**src/rtl/ifetch_buf.sv**
```systemverilog
// ifetch_buf: instruction fetch buffer between the pc stage and decode.
// Issues word reads on a req/gnt/rvalid memory port, records the address of
// each granted request, pairs returning data with that address, and queues
// the pair in a small in-order FIFO that decode drains via valid/ready.
// A flush empties the FIFO and arranges for in-flight responses to be dropped.
module ifetch_buf #(
  parameter int FIFO_DEPTH = 2
) (
  input  logic        clk,
  input  logic        rst_n,
  input  logic [31:0] pc_i,
  input  logic        pc_valid_i,
  output logic        pc_ready_o,
  input  logic        flush_i,
  output logic        imem_req_o,
  output logic [31:0] imem_addr_o,
  input  logic        imem_gnt_i,
  input  logic        imem_rvalid_i,
  input  logic [31:0] imem_rdata_i,
  output logic        inst_valid_o,
  output logic [31:0] inst_o,
  output logic [31:0] inst_addr_o,
  input  logic        inst_ready_i
);

  localparam int CW = $clog2(FIFO_DEPTH + 1);
  localparam int PW = $clog2(FIFO_DEPTH);
  localparam logic [CW:0] DEPTH_W = (CW + 1)'(FIFO_DEPTH);

  typedef enum logic {
    RUN,
    DRAIN
  } state_e;

  state_e        state_q, state_d;
  logic [CW-1:0] outst_q, outst_d;
  logic [CW-1:0] cnt_q, cnt_d;
  logic [CW-1:0] disc_q, disc_d;

  logic [PW-1:0] aq_wr_q, aq_wr_d;
  logic [PW-1:0] aq_rd_q, aq_rd_d;
  logic [PW-1:0] f_wr_q, f_wr_d;
  logic [PW-1:0] f_rd_q, f_rd_d;

  logic [31:0] aq_mem_q   [FIFO_DEPTH];
  logic [31:0] f_addr_q   [FIFO_DEPTH];
  logic [31:0] f_data_q   [FIFO_DEPTH];

  logic        req;
  logic        grant;
  logic        keep;
  logic        pop;
  logic        aq_push;
  logic        f_push;
  logic [CW:0] used;

  // Credit counts registered occupancy only, so a pop frees credit one cycle later.
  assign used = {1'b0, outst_q} + {1'b0, cnt_q};

  // Next-state, counter and pointer logic for both RUN and DRAIN behaviour.
  always_comb begin
    state_d = state_q;
    outst_d = outst_q;
    cnt_d   = cnt_q;
    disc_d  = disc_q;
    aq_wr_d = aq_wr_q;
    aq_rd_d = aq_rd_q;
    f_wr_d  = f_wr_q;
    f_rd_d  = f_rd_q;
    req     = 1'b0;
    grant   = 1'b0;
    keep    = 1'b0;
    pop     = 1'b0;
    aq_push = 1'b0;
    f_push  = 1'b0;
    case (state_q)
      RUN: begin
        req = rst_n & pc_valid_i & ~flush_i & (used < DEPTH_W);
        if (flush_i) begin
          cnt_d   = '0;
          outst_d = '0;
          aq_wr_d = '0;
          aq_rd_d = '0;
          f_wr_d  = '0;
          f_rd_d  = '0;
          if (imem_rvalid_i && (outst_q != '0)) begin
            disc_d = outst_q - CW'(1);
          end else begin
            disc_d = outst_q;
          end
          state_d = (disc_d != '0) ? DRAIN : RUN;
        end else begin
          grant   = req & imem_gnt_i;
          keep    = imem_rvalid_i & (outst_q != '0);
          pop     = (cnt_q != '0) & inst_ready_i;
          aq_push = grant;
          f_push  = keep;
          outst_d = outst_q + CW'(grant) - CW'(keep);
          cnt_d   = cnt_q + CW'(keep) - CW'(pop);
          if (grant) aq_wr_d = aq_wr_q + PW'(1);
          if (keep) begin
            aq_rd_d = aq_rd_q + PW'(1);
            f_wr_d  = f_wr_q + PW'(1);
          end
          if (pop) f_rd_d = f_rd_q + PW'(1);
        end
      end
      DRAIN: begin
        if (imem_rvalid_i && (disc_q != '0)) begin
          disc_d = disc_q - CW'(1);
          if (disc_q == CW'(1)) state_d = RUN;
        end
      end
      default: state_d = RUN;
    endcase
  end

  // State, counters and pointers; reset discards everything immediately.
  always_ff @(posedge clk or negedge rst_n) begin
    if (!rst_n) begin
      state_q <= RUN;
      outst_q <= '0;
      cnt_q   <= '0;
      disc_q  <= '0;
      aq_wr_q <= '0;
      aq_rd_q <= '0;
      f_wr_q  <= '0;
      f_rd_q  <= '0;
    end else begin
      state_q <= state_d;
      outst_q <= outst_d;
      cnt_q   <= cnt_d;
      disc_q  <= disc_d;
      aq_wr_q <= aq_wr_d;
      aq_rd_q <= aq_rd_d;
      f_wr_q  <= f_wr_d;
      f_rd_q  <= f_rd_d;
    end
  end

  // Storage for request addresses and fetched {addr, data} pairs; validity comes from the counters.
  always_ff @(posedge clk) begin
    if (aq_push) aq_mem_q[aq_wr_q] <= pc_i;
    if (f_push) begin
      f_addr_q[f_wr_q] <= aq_mem_q[aq_rd_q];
      f_data_q[f_wr_q] <= imem_rdata_i;
    end
  end

  assign imem_req_o   = req;
  assign imem_addr_o  = pc_i;
  assign pc_ready_o   = req & imem_gnt_i;
  assign inst_valid_o = (cnt_q != '0);
  assign inst_o       = inst_valid_o ? f_data_q[f_rd_q] : 32'h0;
  assign inst_addr_o  = inst_valid_o ? f_addr_q[f_rd_q] : 32'h0;

endmodule
```
**config.mk**
```make
export PLATFORM = sky130hd
export DESIGN_NAME = ifetch_buf
export DESIGN_NICKNAME = d
export VERILOG_FILES = /design/src/rtl/ifetch_buf.sv
export SDC_FILE = /design/constraint.sdc
export NUM_CORES = 1
export LEC_CHECK = 0
export CORE_MARGIN = 8
export CORE_UTILIZATION = 55
export DETAILED_ROUTE_END_ITERATION = 8
export HOLD_SLACK_MARGIN = 0.05
export MAX_ROUTING_LAYER = met4
export PLACE_DENSITY = 0.95
export RECOVER_POWER = 25
export SLEW_MARGIN = 20
export SYNTH_ARGS = -nofsm -noshare
export SYNTH_HDL_FRONTEND = slang
export SYNTH_SLANG_ARGS = --single-unit
```
**constraint.sdc**
```tcl
create_clock -name clk -period 6.8 [get_ports clk]
set_input_delay 0.68 -clock clk [delete_from_list [all_inputs] [get_ports clk]]
set_output_delay 0.68 -clock clk [all_outputs]
set_load 0.005 [all_outputs]
```
======== Word level (Yosys, flattened, before mapping) ========
Memories as Yosys holds them, arrays and structs flattened.
Index checks and enable logic that the tools add are counted.
cells by class
  add/subtract/negate cells ............... 11
  $mul .................................... 0
  divide/modulo/power cells ............... 0
  magnitude comparators ................... 1
  eq/ne operators ......................... 3
  shifts and indexed selects .............. 0
  multiplexer cells ....................... 32
  bitwise gates (word level) .............. 9
  reduce and logical (&&, ||, !) cells .... 13
operators with widths
  kind                   number
  $mux W32               2
  $mux W1                21
  $mux W2                7
  $reduce_bool A2 Y1     7
  $reduce_and A2 Y1      4
  $and A1 B1 Y1          7
  $add A1 B1 Y1 const B  4
  $add A2 B1 Y2          2
  $pmux W2 S2            1
  $sub A2 B1 Y2          2
  $sub A2 B1 Y2 const B  2
  $add A2 B2 Y3          1
  $lt A3 B2 Y1 const B   1
  $eq A2 B1 Y1 const B   1
  $logic_and A1 B1 Y1    2
  $ne A2 B1 Y1 const B   1
  $ne A2 B2 Y1 const B   1
  $not A1 Y1             2
  $pmux W1 S2            1
storage, ports and cells
  register bits ........................... 11
  latch bits .............................. 0
  RAM bits ................................ 192
  bits in read-only memories .............. 0
  input port bits ......................... 71
  memories ................................ 3
memory list
  memory    depth  bits a word  read ports  clocked after memory_dff  write ports  line  source
  aq_mem_q  2      32           1           0                         1            45    logic [31:0] aq_mem_q [FIFO_DEPTH];
  f_addr_q  2      32           1           0                         1            46    logic [31:0] f_addr_q [FIFO_DEPTH];
  f_data_q  2      32           1           0                         1            47    logic [31:0] f_data_q [FIFO_DEPTH];

======== Longest topological paths before layout ========
Gate-level depths: netlist of run 1.
  depth in word-level cells ............... 9
  gate-level depth with buffers ........... 12
  gate-level depth less buffers ........... 11

======== Least setup slack after synthesis of run 1 ========
Ideal clock, no wire load.
  kind .................................... input to register
  from .................................... input flush_i
  to ...................................... memory f_addr_q[0][0], enable pin
  setup time .............................. 486 ps
  arrival time ............................ 3,834 ps
  required time ........................... 6,314 ps
  setup slack ............................. 2,480 ps
  stages .................................. 4
  buffers on the path ..................... 1
  cells stage by stage .................... buf_6 -> nor2_1 -> nand2_1 -> nor2_1
on the way
  longest elaborated chain between the ends .. 4
ends and longest elaborated chain
  element                        line  source
  start, declared                14    input logic flush_i,
  $mux W1                        79    if (flush_i) begin
  $mux W1                        76    case (state_q)
  $mux W1                        144   if (f_push) begin
  $mux W1 (not written as such)  145   f_addr_q[f_wr_q] <= aq_mem_q[aq_rd_q];
  end, declared                  46
Every way passes these cells.

======== Worst setup path after layout of run 1 ========
  from .................................... register cnt_q[0]
  to ...................................... output pc_ready_o
on the way
  longest elaborated chain between the ends .. 5
ends and longest elaborated chain
  element                 line  source
  start, declared         37    logic [CW-1:0] cnt_q, cnt_d;
  start signal, assigned  132   cnt_q <= cnt_d;
  $add A2 B2 Y3           58    assign used = {1'b0, outst_q} + {1'b0, cnt_q};
  $lt A3 B2 Y1            78    req = rst_n & pc_valid_i & ~flush_i & (used < DEPTH_W);
  $and A1 B1 Y1           78
  $mux W1                 76
  $and A1 B1 Y1           152   assign pc_ready_o = req & imem_gnt_i;
  end, declared           13    output logic pc_ready_o,
Every way passes these cells.

==> results of run 1 <==
==> registers in the layout, indices dropped and copies added, names as in the netlist <==
signal    count
aq_mem_q     64
aq_rd_q       1
aq_wr_q       1
cnt_q         2
disc_q        2
f_addr_q     64
f_data_q     64
f_rd_q        1
f_wr_q        1
outst_q       2
state_q       1
==> layout by cell type, fill, tap and decap left out, types with 4 or more instances in the layout <==
cell type | synthesis | layout
dlygate4sd3_1 | 0 | 63
buf_4 | 37 | 4
nand2_1 | 9 | 9
ha_1 | 7 | 7
nor2_1 | 71 | 68
a21oi_1 | 4 | 4
inv_1 | 6 | 6
clkdlybuf4s50_1 | 0 | 106
edfxtp_1 | 192 | 192
o21ai_0 | 4 | 4
dfrtp_1 | 11 | 10
mux2i_1 | 65 | 65
clkbuf_1 | 6 | 8
mux2_2 | 34 | 34
clkinv_1 | 0 | 4
o21ai_1 | 5 | 5
clkbuf_16 | 0 | 21
==> area by class of cell <==
cell class / count / area (um2) / share of cell area (%)
sequential: 203 / 6040 / 58.1
clock inverter: 6 / 50.0 / 0.481
timing repair buffer: 174 / 1750 / 16.8
clock buffer: 30 / 569 / 5.47
inverter: 9 / 36.3 / 0.349
tap: 184 / 230 / 2.21
multi-input combinational: 222 / 1730 / 16.6
==> critical path: cells and delay by family (launching register included) <==
family | cells | cell delay (ns)
DFF | 1 | 0.44
adders and majority gates | 1 | 0.45
and+or+nand+nor | 4 | 0.84
buffers and inverters | 2 | 0.55
==> power breakdown <==
group	total (mW)	internal, mW	leakage [nW]	switching [mW]
logic	1.12	0.602	1.33	0.515
registers	1.56	1.48	1.87	0.0757
clock network	1.03	0.616	0.300	0.419
total	3.71	2.70	3.49	1.01
==> stage by stage <==
stage / cells / setup slack (ns) / utilization [%] / power, mW / hold slack, ns
floorplan: 489 / 2.48 / - / 2.15 / 0.384
global placement: 791 / 3.55 / 67.2 / 2.66 / 0.490
detailed placement: 791 / 3.45 / 67.2 / 2.72 / 0.530
CTS: 827 / 3.34 / 71.4 / 3.75 / 0.543
global route: 828 / 3.22 / 71.6 / 3.89 / 0.545
finish: 828 / 3.37 / 71.6 / 3.71 / 0.539
==> metal layers <==
metal	vias up	share of wire, %	track usage (%)
met2	178	51	28.7
met5	-	0	-
li1	2058	-	-
met1	2186	41	20.3
met4	0	1.6	4.06
met3	26	6.4	2.88
==> worst min path at each step <==
stage	end	slack, ns	startpoint
floorplan	aq_rd_q	0.38	rst_n
global placement	disc_q[1]	0.49	disc_q[1]
detailed placement	disc_q[1]	0.53	disc_q[1]
CTS	disc_q[1]	0.54	disc_q[1]
global route	disc_q[1]	0.55	disc_q[1]
finish	disc_q[1]	0.54	disc_q[1]
==> logic make-up (layout without fill, tap and decap cells) <==
kind of cell | Yosys count | after routing | synth area share [%]
adders and majority gates | 8 | 8 | 1.32
DFF | 203 | 203 | 74.1
muxes | 100 | 100 | 12.9
and+or+nand+nor | 94 | 94 | 5.10
buffers and inverters | 64 | 219 | 4.97
AOI/OAI and AO/OA | 17 | 17 | 1.32
xor gates and xnor gates | 3 | 3 | 0.322
==> results.md, run 1 <==
- Worst r2r dst: aq_mem_q[1][16]
- Area of the core: 0.0145 mm2
- Worst flop-to-flop path startpoint: cnt_q[0]
- Fraction of registers with async set/reset: 5.42%
- Critical Path AT: 2.75 ns
- Synth Warn #: 0
- Worst-path maximum fanout: 4
- Synth top area cells: edfxtp_1 (71%), mux2i_1 (8.0%), mux2_2 (4.7%)
- # clock sinks: 203
- Power Density: 356 mW/mm2
- Wirelength, routed: 15800 um
- Fin crit share: 50.4%
- Initial Utilization: 56.1%
- CTS tree: built
- Maximum clock frequency: 292 MHz
- # fillers: 919
- Post-route cell area: 0.0104 mm2
- Library cells used by synthesis: 34
- Leak: 3.49 nW
- Count leader, synth: edfxtp_1
- Postcts setup bufs: 0
- Critical path's largest stage delay: 0.49 ns
- Largest net degree at the start of global routing: 67
- DRT iter0 DRCs: 197
- Vias in the first global route: 4756
- Hold_buf cts: 0
- Dpl cell area: 0.00976 mm2
- Post-Syn Area: 0.00815 mm2
- Gp weighted congestion: 0.805
- Setup CP Type: flop to output port
- Vias: 4448
- Worst Path Required: 6.12 ns
- Post-route ant nets: 0
- Post-synth EDFFs: 192
- Slowest-stage cell, CP: clkdlybuf4s50_1
- Worst Hold Depth: 1
- Critical path capture point type: output port
- CP Launch Type: flop
- Number of H-tree branching levels: 1
- Drt pass-1 iters: 4
- Root buffer cell: clkbuf_16
- Diode count: 0
- Layout area overhead: 27.7%
- Max Slew Vio Count: 0
- Setup TNS Final: 0 ns
- PortBufs: 169
- Max_slew headroom: 34.5%
- Critical path cell sequence: and2_1, fa_1, nor2_1, nand4_2, or2_4, inv_2, clkdlybuf4s50_1
- Max VDD drop: 0.195 mV
- CTS Buffer Depth: 3
- Maxcap violations: 0
- Top post-synthesis cells by count: edfxtp_1 (192), nor2_1 (71), mux2i_1 (65)
- Wire length per cell: 19.1 um
- Yosys top cell area share: 70.7%
- CTS buffer count: 21
- Least-Margin Pin Slew: 0.980 ns
- HPWL Detailed: 10400 um
- RSZ-0062 raised after global routing: false
- CP Capture Point: pc_ready_o
- Row cnt: 44
- Status: completed
- Sequential area share after synthesis: 74.1%
- Die Y: 138 um
- GRT overflow: 0
- First-pass GRT wire length: 24000 um
- Layout cells sized above 1: 12.3%
- Syn_nets: 568
- #FFs+latches synth: 203
- Gr usage total: 16.7%
- Nets: 710
- Remaining DRCs: 0
- Die area: 0.0190 mm2
- Clk pin slew, worst setup/hold paths: 0.06 ns
- Gate Count Post-Synth: 489
- Skew-Pair Late Insertion Delay: 0.47 ns
- R2R cell count: 7
- Yosys top cell by area: edfxtp_1
- Ys flop type: edfxtp_1
- Critical path origin: cnt_q[0]
- Number of top-level pins: 170
- PostCTS Resize Cnt: 0
- Final min period: 3.43 ns
- Die X: 138 um
- Avg Cell Area, Syn: 16.7 um2
- R2R setup slack: 3.93 ns
- Antenna violations before repair: 0
- Clock skew: 0.00695 ns
- Via/cell ratio: 5.37
- Hold Path Class: flop to flop
- Setup violators final: 0
- Hold Fails Final Rpt: 0
Note: power is estimated with default switching activity, not from simulation.
==> run 2, diff against run 1 <==
CORE_UTILIZATION = 46   (was 55)
PLACE_DENSITY = 0.86   (was 0.95)
clock period = 3 ns   (was 6.8 ns; I/O delays follow)
==> run 2 against run 1 <==
  * Clock skew barely moved
  * First-iteration DRC count is 23% higher
  * Cell count up 6.5%
  * Flip-flop and latch count stayed put
  * Cell area increased by 2.1%
  * Power up 130%
==> results.md, run 2 (synthesized netlist as in run 1, its figures left out) <==
- Status: completed
- Critical path capture point type: output port
- Worst Path Required: 2.70 ns
- Dpl ws: 0.450 ns
- Maximum clock frequency: 372 MHz
- Remaining DRCs: 0
- Die X: 149 um
- Row cnt: 48
- CP delay by family, top: simple AND/OR/NAND/NOR gates
- Number of top-level pins: 170
- Clock skew: 0.00681 ns
- CTS Buffer Depth: 3
- Wirelength, routed: 15900 um
- Antenna violations before repair: 0
- Leak: 3.60 nW
- Area of the multi-input gates: 0.00173 mm2
- DRT iter0 DRCs: 242
- Most frequent cells in the layout: edfxtp_1 (192), clkdlybuf4s50_1 (109), nor2_1 (67)
- Setup slack after layout: 0.315 ns
- Slowest-stage cell, CP: clkdlybuf4s50_1
- # fillers: 1255
- Gr usage total: 14.5%
- Worst path bufs/invs: 1
- HPWL Detailed: 10600 um
- Switching part of the total power: 27.0%
- Area of the core: 0.0173 mm2
- Root buffer cell: clkbuf_16
- CTS tree: built
- Critical path's largest stage delay: 0.50 ns
- Internal Power: 6.32 mW
- Nets: 721
- PortBufs: 169
- CP Launch Type: flop
- Reg area: 0.00605 mm2
- Layout cells sized above 1: 14.8%
- Worst-path maximum fanout: 2
- CTS buffer count: 21
- Net Switching: 2.34 mW
- Setup violators final: 0
- Setup CP Type: flop to output port
- Sequential share of power: 40.9%
- # clock sinks: 203
- Clock Power Share: 29.2%
- Die area: 0.0222 mm2
- Layout area overhead: 30.4%
- Fin crit share: 89.5%
- Drt pass-1 iters: 4
- Critical path cell sequence: and2_1, fa_1, nor2_2, and4_1, clkdlybuf4s50_1
- Total power after layout: 8.65 mW
- GRT overflow: 0
- Post-route ant nets: 0
- Final min period: 2.68 ns
- Wire length per cell: 18.1 um
- Critical Path AT: 2.38 ns
- Die Y: 149 um
- Fin util: 61.4%
- Via/cell ratio: 5.00
- Hold WS: 0.379 ns
- Largest net degree at the start of global routing: 65
- Hold Path Class: input port to async pin
- Vias in the first global route: 4706
- Skew-Pair Late Insertion Delay: 0.48 ns
- Gp weighted congestion: 0.750
- Clk pin slew, worst setup/hold paths: 0.06 ns
- First-pass GRT wire length: 24900 um
- Comb pwr share: 29.9%
- Max_slew headroom: 53.6%
- Initial Utilization: 47.1%
- Largest regs: aq_mem_q (64), f_addr_q (64), f_data_q (64)
- RSZ-0062 raised after global routing: false
- Hold_buf cts: 0
- Setup TNS Final: 0 ns
- Commonest non-fill, non-tap cell in the layout: edfxtp_1
- Max VDD drop: 0.662 mV
- Vias: 4408
- Power Density: 814 mW/mm2
- Maxcap violations: 0
- Hold Fails Final Rpt: 0
- Number of H-tree branching levels: 1
- Least-Margin Pin Slew: 0.696 ns
- Max Slew Vio Count: 0
==> run 2: cell count changes in the layout (fill, tap and decap cells not counted), sizes merged, moves of 2 or more <==
| cell | previous run | this run |
|---|---|---|
| buf | 5 | 15 |
| dlygate4sd3 | 63 | 59 |
| clkbuf | 30 | 27 |
| clkdlybuf4s50 | 106 | 109 |
| bufinv | 1 | 3 |
| clkinv | 5 | 7 |
==> run 2: worst paths after layout <==
path,slack [ns],startpoint,depth (start not counted),end
min,0.38,rst_n,2,aq_wr_q
min reg2reg,0.52,disc_q[1],1,disc_q[1]
max reg2reg,0.38,cnt_q[0],12,outst_q[1]
max,0.32,cnt_q[0],5,imem_req_o
min in group clk,0.47,imem_rdata_i[24],1,f_data_q[1][24]
max in group asynchronous,2.11,rst_n,2,f_rd_q
==> run 2: cell type report <==
type	count	share of cell area [%]
antenna	1	0.0235
tap	225	2.65
timing repair buffer	185	17.4
multi-input combinational	222	16.3
clock inverter	11	1.27
clock buffer	26	5.12
inverter	9	0.341
sequential	203	56.9
==> run 2: power by group through the flow <==
stage	clock network (mW)	registers [mW]	logic, mW
after floorplan	0	3.49	1.40
after global routing	2.70	3.57	2.81
final	2.53	3.54	2.59
after global placement	0	3.58	2.52
after detailed placement	0	3.61	2.59
after CTS	2.59	3.54	2.63
==> run 2: through the flow <==
stage          cell area [um2]  instances
2_1_floorplan             8160        489
3_3_place_gp              9900        839
3_5_place_dp              9900        839
4_1_cts                  10600        877
5_1_grt                  10600        881
6_report                 10600        882
==> run 2: timing repair <==
action	CTS	global route
setup buffers	1	4
endpoints found under the hold margin	0	0
pin swaps	1	3
gates cloned	0	0
endpoints found under the setup margin	1	1
gates resized for setup	2	2
==> run 2: metal layers <==
| metal | wire length, um | track usage (%) | up-vias |
|---|---|---|---|
| met4 | 276 | 3.48 | 0 |
| met5 | 0 | - | - |
| met3 | 1030 | 3.70 | 23 |
| li1 | - | - | 2080 |
| met1 | 6360 | 16.5 | 2150 |
| met2 | 8270 | 25.1 | 155 |
==> run 3, diff against run 2 <==
clock period = 2.2 ns   (was 3 ns; I/O delays follow)
==> run 3 against run 2 <==
  * The run now ends with setup timing left
  * Clock skew grew 0.0040 ns
  * Cell count grew 6.1%
  * Sequential power grew 33%
  * Combinational power grew 100%
  * Largest power group is now combinational cells
  * Largest cell class unchanged
  * Utilization grew 4.4 points
  * Setup slack lost 0.64 ns
  * Register-to-register slack lost 0.70 ns
  * Hold slack lost 0.26 ns
  * Sequential share of layout area shrank 3.8 points
  * Cell area grew 7.1%
  * Routed wire length grew 22%
==> results.md, run 3 (synthesized netlist as in run 1, its figures left out) <==
- Most frequent cell on the critical path: ha_4
- Clk pin slew, worst setup/hold paths: 0.06 ns
- Post-route ant nets: 0
- Maxcap violations: 0
- Gr usage total: 17.1%
- Max_slew headroom: 69.6%
- Hold_buf cts: 0
- Row cnt: 48
- Nets: 776
- CP delay by family, top: adder cells
- Wire length per cell: 20.7 um
- Hold Path Class: input port to async pin
- Setup violators final: 94
- Hold WS: 0.114 ns
- Failing checks: setup timing
- Post-route cell area: 0.0114 mm2
- Least-Margin Pin Slew: 0.456 ns
- Root buffer cell: clkbuf_16
- Most frequent cells in the layout: edfxtp_1 (192), mux2i_1 (64), nor2_1 (62)
- Largest regs: aq_mem_q (64), f_addr_q (64), f_data_q (64)
- Setup slack after layout: -0.321 ns
- Status: finished, violations left
- # fillers: 1159
- CTS tree: built
- Max VDD drop: 0.721 mV
- Worst Path Required: 2.59 ns
- Die Y: 149 um
- First-pass GRT wire length: 28700 um
- Setup CP Type: flop to flop
- Area of the core: 0.0173 mm2
- Skew-Pair Late Insertion Delay: 0.48 ns
- Die area: 0.0222 mm2
- Worst path bufs/invs: 2
- PortBufs: 169
- Critical path's largest stage delay: 0.46 ns
- HPWL Detailed: 11800 um
- Fin crit share: 115%
- Power Density: 1190 mW/mm2
- Layout area overhead: 39.6%
- Slowest-stage cell, CP: fa_1
- # clock sinks: 203
- Hold Fails Final Rpt: 0
- Diode count: 0
- Maximum clock frequency: 397 MHz
- Critical Path AT: 2.91 ns
- Gp weighted congestion: 0.751
- Dpl cell area: 0.0101 mm2
- Number of top-level pins: 170
- Final min period: 2.52 ns
- CP Launch Type: flop
- GRT overflow: 0
- CTS Buffer Depth: 3
- Commonest non-fill, non-tap cell in the layout: edfxtp_1
- RSZ-0062 raised after global routing: true
- Clock skew: 0.0108 ns
- DRT iter0 DRCs: 262
- Critical path capture point type: flop
- Worst-path maximum fanout: 2
- Vias: 4790
- Critical path cell sequence: and2_4, fa_1, nor2_2, nand4_2, buf_6, ha_4, inv_2, ha_4, xnor2_4, nor3_2, a21oi_2, o21ai_1
- Number of H-tree branching levels: 1
- Largest net degree at the start of global routing: 35
- CTS buffer count: 21
- Max Slew Vio Count: 0
- Via/cell ratio: 5.12
- Leak: 4.22 nW
- Drt pass-1 iters: 4
- Wirelength, routed: 19400 um
- Remaining DRCs: 0
- Initial Utilization: 47.1%
- Layout cells sized above 1: 31.6%
- Vias in the first global route: 5233
- Antenna violations before repair: 0
- Die X: 149 um
==> run 3: cell types whose count changed in the layout (fill, tap and decap cells not counted), moves of 6 or more <==
cell	delta
clkdlybuf4s50_1	-53
buf_12	+15
dlygate4sd3_1	-13
buf_4	+21
buf_6	+6
buf_16	+7
dlymetal6s2s_1	+6
clkbuf_2	+49
==> run 3: worst paths after layout <==
kind / start / to / slack [ns] / depth (start not counted)
setup / recovery: outst_q[0] / outst_q[1] / -0.32 / 12
hold / removal: rst_n / outst_q[1] / 0.11 / 2
setup reg to reg: outst_q[0] / outst_q[1] / -0.32 / 12
hold reg to reg: disc_q[1] / disc_q[1] / 0.53 / 1
max in group asynchronous: rst_n / f_rd_q / 1.90 / 2
min in group clk: pc_i[27] / aq_mem_q[1][27] / 0.38 / 1
==> run 3: power by group <==
part	internal [mW]	total (mW)	switching [mW]
Combinational	2.90	5.30	2.40
Clock	2.15	3.51	1.36
Sequential	4.58	4.72	0.147
Total	9.62	13.5	3.91
==> run 3: layout make-up <==
type / count / area [um2] / share of cell area [%]
Sequential cell: 203 / 6040 / 53.1
Timing Repair Buffer: 240 / 2470 / 21.7
Multi-Input combinational cell: 222 / 1870 / 16.4
Clock buffer: 28 / 562 / 4.94
Tap cell: 225 / 282 / 2.47
Clock inverter: 9 / 124 / 1.09
Inverter: 9 / 38.8 / 0.341
==> run 3: through the flow <==
stage	total power [mW]	util, %	cells	setup TNS [ns]	worst slack, ns
2_1_floorplan	6.67	-	489	-15.68	-0.214
3_3_place_gp	8.52	58.6	853	-5.30	-0.136
3_5_place_dp	8.68	58.6	853	-7.10	-0.182
4_1_cts	12.9	65.3	920	-11.59	-0.245
5_1_grt	14.1	65.8	936	-19.75	-0.387
6_report	13.5	65.8	936	-13.88	-0.321
==> run 3: routing by layer <==
layer | wire, um | vias up | GRT usage (%)
met1 | 7650 | 2374 | 19.7
met3 | 1230 | 42 | 3.34
li1 | - | 2182 | -
met2 | 10100 | 192 | 29.9
met5 | 0 | - | -
met4 | 450 | 0 | 4.90
==> run 3: timing repair <==
action                     CTS  global route
setup endpoints to repair  131           107
gates cloned                 8             5
hold endpoints to repair     0             0
resized for setup          101           136
pin swaps                    9            13
buffers inserted            24            15
